File: src/rtl/fifo_thr.sv
`default_nettype none
// ============================================================================
// Module   : fifo_thr
// Purpose  : Single-clock FIFO with programmable almost-full/almost-empty
//            thresholds, sticky overflow/underflow flags, synchronous flush
//            and a selectable read mode (first-word-fall-through or
//            registered read). Depth need not be a power of two.
// Ports    : clk, rst (async, active-high)
//            flush            - synchronous clear of contents
//            wdata, wr        - write side; full/afull status
//            rdata, rd, rvalid- read side; empty/aempty status
//            usedw            - stored word count (0..FIFO_DEPTH)
//            ovf, udf         - sticky error flags; clr_err clears them
// Revision : 1.0 - initial release
// ============================================================================
module fifo_thr #(
  parameter int DATA_WIDTH = 8,
  parameter int FIFO_DEPTH = 128,
  parameter int AFULL_LVL  = FIFO_DEPTH - 8,
  parameter int AEMPTY_LVL = 8,
  parameter int FWFT       = 1
) (
  input  logic                              clk,
  input  logic                              rst,
  input  logic                              flush,
  input  logic [DATA_WIDTH-1:0]             wdata,
  input  logic                              wr,
  output logic                              full,
  output logic                              afull,
  output logic [DATA_WIDTH-1:0]             rdata,
  input  logic                              rd,
  output logic                              rvalid,
  output logic                              empty,
  output logic                              aempty,
  output logic [$clog2(FIFO_DEPTH+1)-1:0]   usedw,
  output logic                              ovf,
  output logic                              udf,
  input  logic                              clr_err
);

  localparam int AW = (FIFO_DEPTH < 2) ? 1 : $clog2(FIFO_DEPTH);
  localparam int CW = $clog2(FIFO_DEPTH + 1);
  localparam logic [AW-1:0] LAST_ADDR = AW'(FIFO_DEPTH - 1);
  localparam logic [CW-1:0] DEPTH_CNT = CW'(FIFO_DEPTH);
  localparam logic [CW-1:0] AFULL_CNT = CW'(AFULL_LVL);
  localparam logic [CW-1:0] AEMPT_CNT = CW'(AEMPTY_LVL);

  // Stop elaboration on illegal parameter combinations.
  if ((DATA_WIDTH < 1) || (FIFO_DEPTH < 2) ||
      (AFULL_LVL < 1) || (AFULL_LVL > FIFO_DEPTH) ||
      (AEMPTY_LVL < 0) || (AEMPTY_LVL > FIFO_DEPTH - 1) ||
      ((FWFT != 0) && (FWFT != 1))) begin : g_param_fail
    $fatal(1, "fifo_thr: illegal parameter combination");
  end

  logic [DATA_WIDTH-1:0] mem [FIFO_DEPTH];
  logic [AW-1:0]         wp;
  logic [AW-1:0]         rp;
  logic [CW-1:0]         count;
  logic                  wr_acc;
  logic                  rd_acc;

  // Acceptance uses the pre-edge flags; flush blocks both sides.
  assign wr_acc = wr && !full  && !flush;
  assign rd_acc = rd && !empty && !flush;

  // Status is decoded straight from the count register so all flags move
  // together with usedw.
  assign usedw  = count;
  assign full   = (count == DEPTH_CNT);
  assign empty  = (count == '0);
  assign afull  = (count >= AFULL_CNT);
  assign aempty = (count <= AEMPT_CNT);

  // Pointers and count. Wrap is an explicit compare so non-power-of-two
  // depths work.
  always_ff @(posedge clk or posedge rst) begin
    if (rst) begin
      wp    <= '0;
      rp    <= '0;
      count <= '0;
    end else if (flush) begin
      wp    <= '0;
      rp    <= '0;
      count <= '0;
    end else begin
      if (wr_acc) wp <= (wp == LAST_ADDR) ? '0 : wp + 1'b1;
      if (rd_acc) rp <= (rp == LAST_ADDR) ? '0 : rp + 1'b1;
      case ({wr_acc, rd_acc})
        2'b10:   count <= count + 1'b1;
        2'b01:   count <= count - 1'b1;
        default: count <= count;
      endcase
    end
  end

  // Storage: no reset, written only on accepted writes.
  always_ff @(posedge clk) begin
    if (wr_acc) mem[wp] <= wdata;
  end

  // Sticky error flags. A new error event wins over a simultaneous clear.
  // Flush cycles neither set nor clear them.
  always_ff @(posedge clk or posedge rst) begin
    if (rst) begin
      ovf <= 1'b0;
      udf <= 1'b0;
    end else begin
      if (wr && full && !flush)       ovf <= 1'b1;
      else if (clr_err)               ovf <= 1'b0;
      if (rd && empty && !flush)      udf <= 1'b1;
      else if (clr_err)               udf <= 1'b0;
    end
  end

  if (FWFT == 1) begin : g_fwft
    // Head word is always presented; a read simply advances the pointer.
    assign rdata  = mem[rp];
    assign rvalid = !empty;
  end else begin : g_reg_read
    logic [DATA_WIDTH-1:0] rdata_q;
    logic                  rvalid_q;

    // rdata holds its last value between reads; rvalid pulses for the
    // single cycle following an accepted read.
    always_ff @(posedge clk or posedge rst) begin
      if (rst) begin
        rdata_q  <= '0;
        rvalid_q <= 1'b0;
      end else begin
        rvalid_q <= rd_acc;
        if (rd_acc) rdata_q <= mem[rp];
      end
    end

    assign rdata  = rdata_q;
    assign rvalid = rvalid_q;
  end

endmodule
`default_nettype wire

File: config.mk
export PLATFORM = sky130hd
export DESIGN_NAME = fifo_thr
export DESIGN_NICKNAME = d
export VERILOG_FILES = /design/src/rtl/fifo_thr.sv
export SDC_FILE = /design/constraint.sdc
export NUM_CORES = 1
export LEC_CHECK = 0
export ABC_AREA = 1
export BUFFER_PORTS_ARGS = -buffer_cell sky130_fd_sc_hd__buf_2
export CELL_PAD_IN_SITES_DETAIL_PLACEMENT = 0
export CELL_PAD_IN_SITES_GLOBAL_PLACEMENT = 2
export CORE_ASPECT_RATIO = 0.9
export CORE_MARGIN = 10
export CORE_UTILIZATION = 44
export CTS_BUF_LIST = sky130_fd_sc_hd__clkbuf_16
export DETAILED_ROUTE_END_ITERATION = 10
export PLACE_DENSITY_LB_ADDON = 0.08
export SLEW_MARGIN = 25
export SYNTH_ARGS = -nofsm -noshare
export SYNTH_HDL_FRONTEND = slang
export SYNTH_SLANG_ARGS = --single-unit
File: constraint.sdc
create_clock -name clk -period 3.6 [get_ports clk]
set_clock_uncertainty 0.1 [all_clocks]
set_input_delay 0.9 -clock clk [delete_from_list [all_inputs] [get_ports clk]]
set_output_delay 0.9 -clock clk [all_outputs]
set_load 0.05 [all_outputs]
==> flow_summary.ini, run 1 <==
[run_status]
status = finished, violations left
violations = negative setup slack

[global_routing]
grt_pass1_vias = 28000
grt_max_degree = 95
grt_pass1_wl_um = 184000
overflow = 0
gr-usage-all-layers = 0.225
antenna_found_initial = 2

[route]
drtPass1Iterations = 5
routed_wl_um = 131000
antenna_left = 0
drc = 0
wl_per_cell_um = 26.0
vias = 28900
vias_per_cell = 5.75
drt-initial-drc-count = 2991

[sta]
tightestPinTransition_ns = 0.915
finalSetupViolCount = 8
finalCriticalPeriod_ns = 3.96
rsz0062_at_grt = true
max_freq_ghz = 0.252
final_hold_viol_count = 0
slew_viol_final = 0
fin_ws_ns = -0.361
fin_crit_sh = 1.10
slew_headroom = 0.390
holdWs_ns = 0.183

[synthesis]
async_reset_ff_frac = 0.0229
netlist_area_mm2 = 0.0424
yosysSeqAreaShare = 0.740
syn_inst = 3429
syn-num-nets = 3448
synth_seq_cells = 1048
synth_enable_flop_cells = 1024
synth_ff_type = edfxtp_1
synth_area_per_cell_um2 = 12.4
synth_common_cells = edfxtp_1, nor2_1, o21ai_0
synth_top_area_share = 0.726
yosysMostFrequentCell = edfxtp_1
ys_warn_count = 0
ys_types = 32
synth_top_cell_by_area = edfxtp_1
ys_top_cells_by_area = edfxtp_1, nor2_1, o21ai_0

[clock_tree]
clock_path_buffers = 3
clock_latency_ns = 0.68
htreeDepth = 3
root_buffer = clkbuf_16
cts_made_buffers = 109
cts_tree = built
cts_hold_buf = 0
cts.sinks = 1048
path_clk_slew_ns = 0.06

[cells_and_area]
fin_nets = 3704
drive_gt1_frac = 0.194
syn2layout_area_growth_pct = 23.0
postLayoutCellArea_mm2 = 0.0521

[floorplanning]
die_y_um = 314
num_rows = 107
coreArea_mm2 = 0.0951
io_pins = 37
start_util = 0.446
die_x_um = 347
dieArea_mm2 = 0.109

[worst_setup_path]
worst_ep_arrival_time_ns = 2.96
cp-end-kind = output port
path_common_cell = nand3_4
cp_max_fo = 8
crit_required_ns = 2.60
critical-path-top-delay-family = buffers and inverters
crit_chain = buf_8 > clkinv_16 > buf_16 > buf_12 > buf_6 > nor2_1 > o22ai_2 > nand2_1 > nand3_2 > nand3_4 > nand3_4 > nand3_4 > nand2_4 > buf_12
worst-path-buf-inv = 6
max_stage_delay_ns = 0.53
start_kind = flop
cp_slowest_cell = dfrtp_4
path_class = flop to output port

[min_path]
holdCritPathClass = input pin to async pin

[placement]
dp_hpwl_um = 74300
place_area_mm2 = 0.0459
port_buffers = 36
preCtsSetupSlack_ns = -0.0272
place.gp.congestion = 0.834

[power]
leakage_uw = 0.0180
max-vdd-ir-drop_mv = 0.852
p_per_area_mw_per_mm2 = 717

[flow_run]
drv_cap = 0
registers in the layout (all words and copies together) (netlist names):
signal and cells:
udf 1, mem 1024, ovf 1, rp 7, wp 7, usedw 8
worst paths after layout:
path | from | endpoint | slack [ns] | cells after the start
min in group clk | clr_err | ovf | 0.34 | 2
max in group asynchronous | rst | rp[0] | 2.75 | 2
hold reg to reg | udf | udf | 0.45 | 2
hold / removal | rst | udf | 0.18 | 2
setup reg to reg | usedw[7] | mem[23][3] | 1.02 | 9
setup / recovery | rp[0] | rdata[1] | -0.36 | 14
routing by layer:
layer / wire length, µm / share of wire / vias to the layer above / GRT usage
met5: 0 / 0 / - / 0
met2: 59600 / 0.46 / 1070 / 0.351
met3: 9990 / 0.076 / 167 / 0.0475
met1: 58300 / 0.45 / 14600 / 0.322
met4: 2730 / 0.021 / 0 / 0.0519
li1: - / - / 13100 / -
where the power goes:
part | internal [µW] | total [µW] | switching, µW
sequential | 13500 | 13600 | 134
clock | 6460 | 11100 | 4690
combinational | 4820 | 12600 | 7770
total | 24800 | 37300 | 12600
logic make-up after synthesis:
group,Yosys count,synth area share
compound gates,801,0.103
xor+xnor,10,0.00207
buf+inv,285,0.0310
fa+ha+maj,5,0.00148
flops,1048,0.740
simple gates,1280,0.122
placed cells by master, fill, tap and decap left out, drive strengths merged, types with 6 or more instances in the layout:
cell    count
dfrtp      24
nand3     258
a21oi       9
buf       351
edfxtp   1024
clkinv     53
inv        76
xor2        8
bufinv     12
clkbuf    134
nor2      667
o21ai     521
nand2     344
o22ai     269
nor3        6
cell type report:
| class | instances | area, µm² |
|---|---|---|
| antenna | 1 | 2.50 |
| fill | 7906 | 43000 |
| inverter | 52 | 236 |
| sequential | 1048 | 31400 |
| clock inverter | 88 | 718 |
| tap | 1253 | 1570 |
| clock buffer | 112 | 2800 |
| multi-input combinational | 2096 | 10800 |
| timing repair inverter | 5 | 82.6 |
| timing repair buffer | 373 | 4500 |
worst register-to-register path, delay by kind of cell, from the launching register on:
kind | cells | cell delay [ns]
and+or+nand+nor | 6 | 1.09
DFF | 1 | 0.44
buffers and inverters | 3 | 0.65
per-stage QoR:
step | utilization | total power (µW) | TNS [ns] | cells
4_1_cts | 0.527 | 35500 | -3.56 | 4974
3_5_place_dp | 0.482 | 23600 | -0.0272 | 4759
3_3_place_gp | 0.482 | 23600 | 0 | 4759
6_report | 0.548 | 37300 | -2.77 | 5028
5_1_grt | 0.548 | 39000 | -3.54 | 5027
2_1_floorplan | - | 19800 | 0 | 3429
what timing repair did:
action | 4_1_cts | 5_1_grt
endpoints found under the setup margin | 8 | 8
setup buffers | 7 | 22
pin swaps | 7 | 131
gates cloned | 8 | 32
resized for setup | 87 | 256
No activity file was read; power rests on OpenSTA's default activity.
==> run 2: changes to the inputs <==
Settings changed: CORE_UTILIZATION 44 to 45, CTS_BUF_LIST sky130_fd_sc_hd__clkbuf_16 to sky130_fd_sc_hd__clkbuf_8.
==> run 2 against run 1 <==
- the flow still finishes with violations (negative setup slack)
- combinational power about the same
- clock power decreased by 15%
- worst hold slack got worse by 0.073 ns
- count of clock-buffer cells in the layout grew 61
- critical path depth decreased by 2
- core utilization up 0.28 points
- routed wire length down 0.74%
- largest power group unchanged
==> flow_summary.ini, run 2 (same netlist as run 1, synthesis figures left out) <==
[route]
drtPass1Iterations = 5
routed_wl_um = 130000
drt-initial-drc-count = 2870
vias = 29300
antenna_left = 0
drc = 0
wl_per_cell_um = 25.3
vias_per_cell = 5.72

[worst_setup_path]
path_class = flop to output port
r2r_cells = 5
cp_max_fo = 18
start_kind = flop
worst_ep_arrival_time_ns = 3.18
reg2reg_slack_ns = 0.92
cp-end-kind = output port
regToRegStartpoint = wp[3]
r2r-end = mem[47][5]
crit_required_ns = 2.60

[placement]
place.gp.congestion = 0.836
place_area_mm2 = 0.0458
dp_hpwl_um = 73600
port_buffers = 36

[cells_and_area]
layout_common_cells = edfxtp_1, nor2_1, o21ai_0, nand2_1, o22ai_1
postLayoutCellArea_mm2 = 0.0513
fin_nets = 3765
regMostFlops = mem
multiInputGateArea_mm2 = 0.0106
seq_area_mm2 = 0.0314
final_common_cell = edfxtp_1
syn2layout_area_growth_pct = 21.0
drive_gt1_frac = 0.193
num-fill-cells = 7949
largest_reg_flops = 1024

[global_routing]
grt_max_degree = 102
antenna_found_initial = 3
grt_util_met2 = 0.364
grt.busiest_layer = met2
grt_pass1_wl_um = 191000
gr-usage-all-layers = 0.239
overflow = 0
grtUsageMet3 = 0.0470
grt_pass1_vias = 28500
met1_usage = 0.350

[clock_tree]
cts_tree = built
cts_made_buffers = 171
clock_latency_ns = 0.85
path_clk_slew_ns = 0.06
root_buffer = clkbuf_8
clock_path_buffers = 3
htreeDepth = 4
cts.sinks = 1048

[sta]
final_hold_viol_count = 0
holdWs_ns = 0.109
tightestPinTransition_ns = 0.913
fin_crit_sh = 1.16
fin_ws_ns = -0.578
max_freq_ghz = 0.239
rsz0062_at_grt = true
slew_headroom = 0.389
fin_setup_tns_ns = -4.41
slew_viol_final = 0
finalCriticalPeriod_ns = 4.18
finalSetupViolCount = 8

[run_status]
status = finished, violations left
violations = negative setup slack

[floorplanning]
io_pins = 37
num_rows = 106
dieArea_mm2 = 0.107
die_x_um = 343
start_util = 0.455
die_y_um = 311
coreArea_mm2 = 0.0931

[flow_run]
drv_cap = 0

[power]
leakage_uw = 0.0178
max-vdd-ir-drop_mv = 0.741
p_per_area_mw_per_mm2 = 687

[min_path]
holdCritPathClass = input pin to async pin
## run 2: layout make-up
cell class              count  area share
inverters                  52     0.00464
diodes                      3    0.000146
clock inverters           133      0.0125
multi-input cells        2096       0.207
repair inverters            5     0.00127
clock buffers             173      0.0464
repair buffers            372      0.0859
well taps                1242      0.0303
flip-flops and latches   1048       0.612
## run 2: worst max path at each step
stage | cells past startpoint | slack (ns) | to | from
floorplan | 2 | 0.04 | afull | usedw[3]
global placement | 13 | -0.25 | rdata[5] | rp[0]
detailed placement | 13 | -0.21 | rdata[5] | rp[0]
CTS | 15 | -0.62 | rdata[6] | rp[0]
global route | 14 | -0.66 | rdata[2] | rp[0]
finish | 12 | -0.58 | rdata[4] | rp[0]
## run 2: layer usage
layer,wire (µm),vias to the layer above
met5,0,-
met4,2110,0
met3,10300,176
met2,59600,1132
met1,57700,14800
li1,-,13200
## run 2: metrics by stage
step                       util  worst slack, ns  instances  total power (µW)
final                     0.551           -0.578       5124             35200
after global routing      0.551           -0.655       5124             36900
after CTS                 0.547           -0.620       5118             35100
after detailed placement  0.492           -0.213       4749             23500
after global placement    0.492           -0.247       4749             23400
after floorplan               -           0.0422       3429             19800
## run 2: worst max-delay path, stage by stage (launching register included)
cell and delay [ns]:
dfrtp_4 0.49, buf_6 0.17, buf_6 0.16, bufbuf_16 0.31
o21ai_1 0.15, o22ai_1 0.09, nand2_1 0.07, nand3_1 0.19
nand3_1 0.14, nand3_2 0.17, nand3_2 0.14, nand2_2 0.08
buf_12 0.16
## run 2: timing repair
action / CTS / global route
gates cloned: 26 / 3
setup endpoints to repair: 8 / 8
pin swaps: 48 / 27
setup buffers: 40 / 2
resized for setup: 205 / 56
endpoints found under the hold margin: 0 / 0
hold buffers: 0 / 0
## run 2: power by group
part	leakage (µW)	switching [µW]	internal [µW]	total (µW)
registers	0.00952	113	13500	13600
clock network	0.00174	4720	4670	9390
logic	0.00658	7460	4810	12300
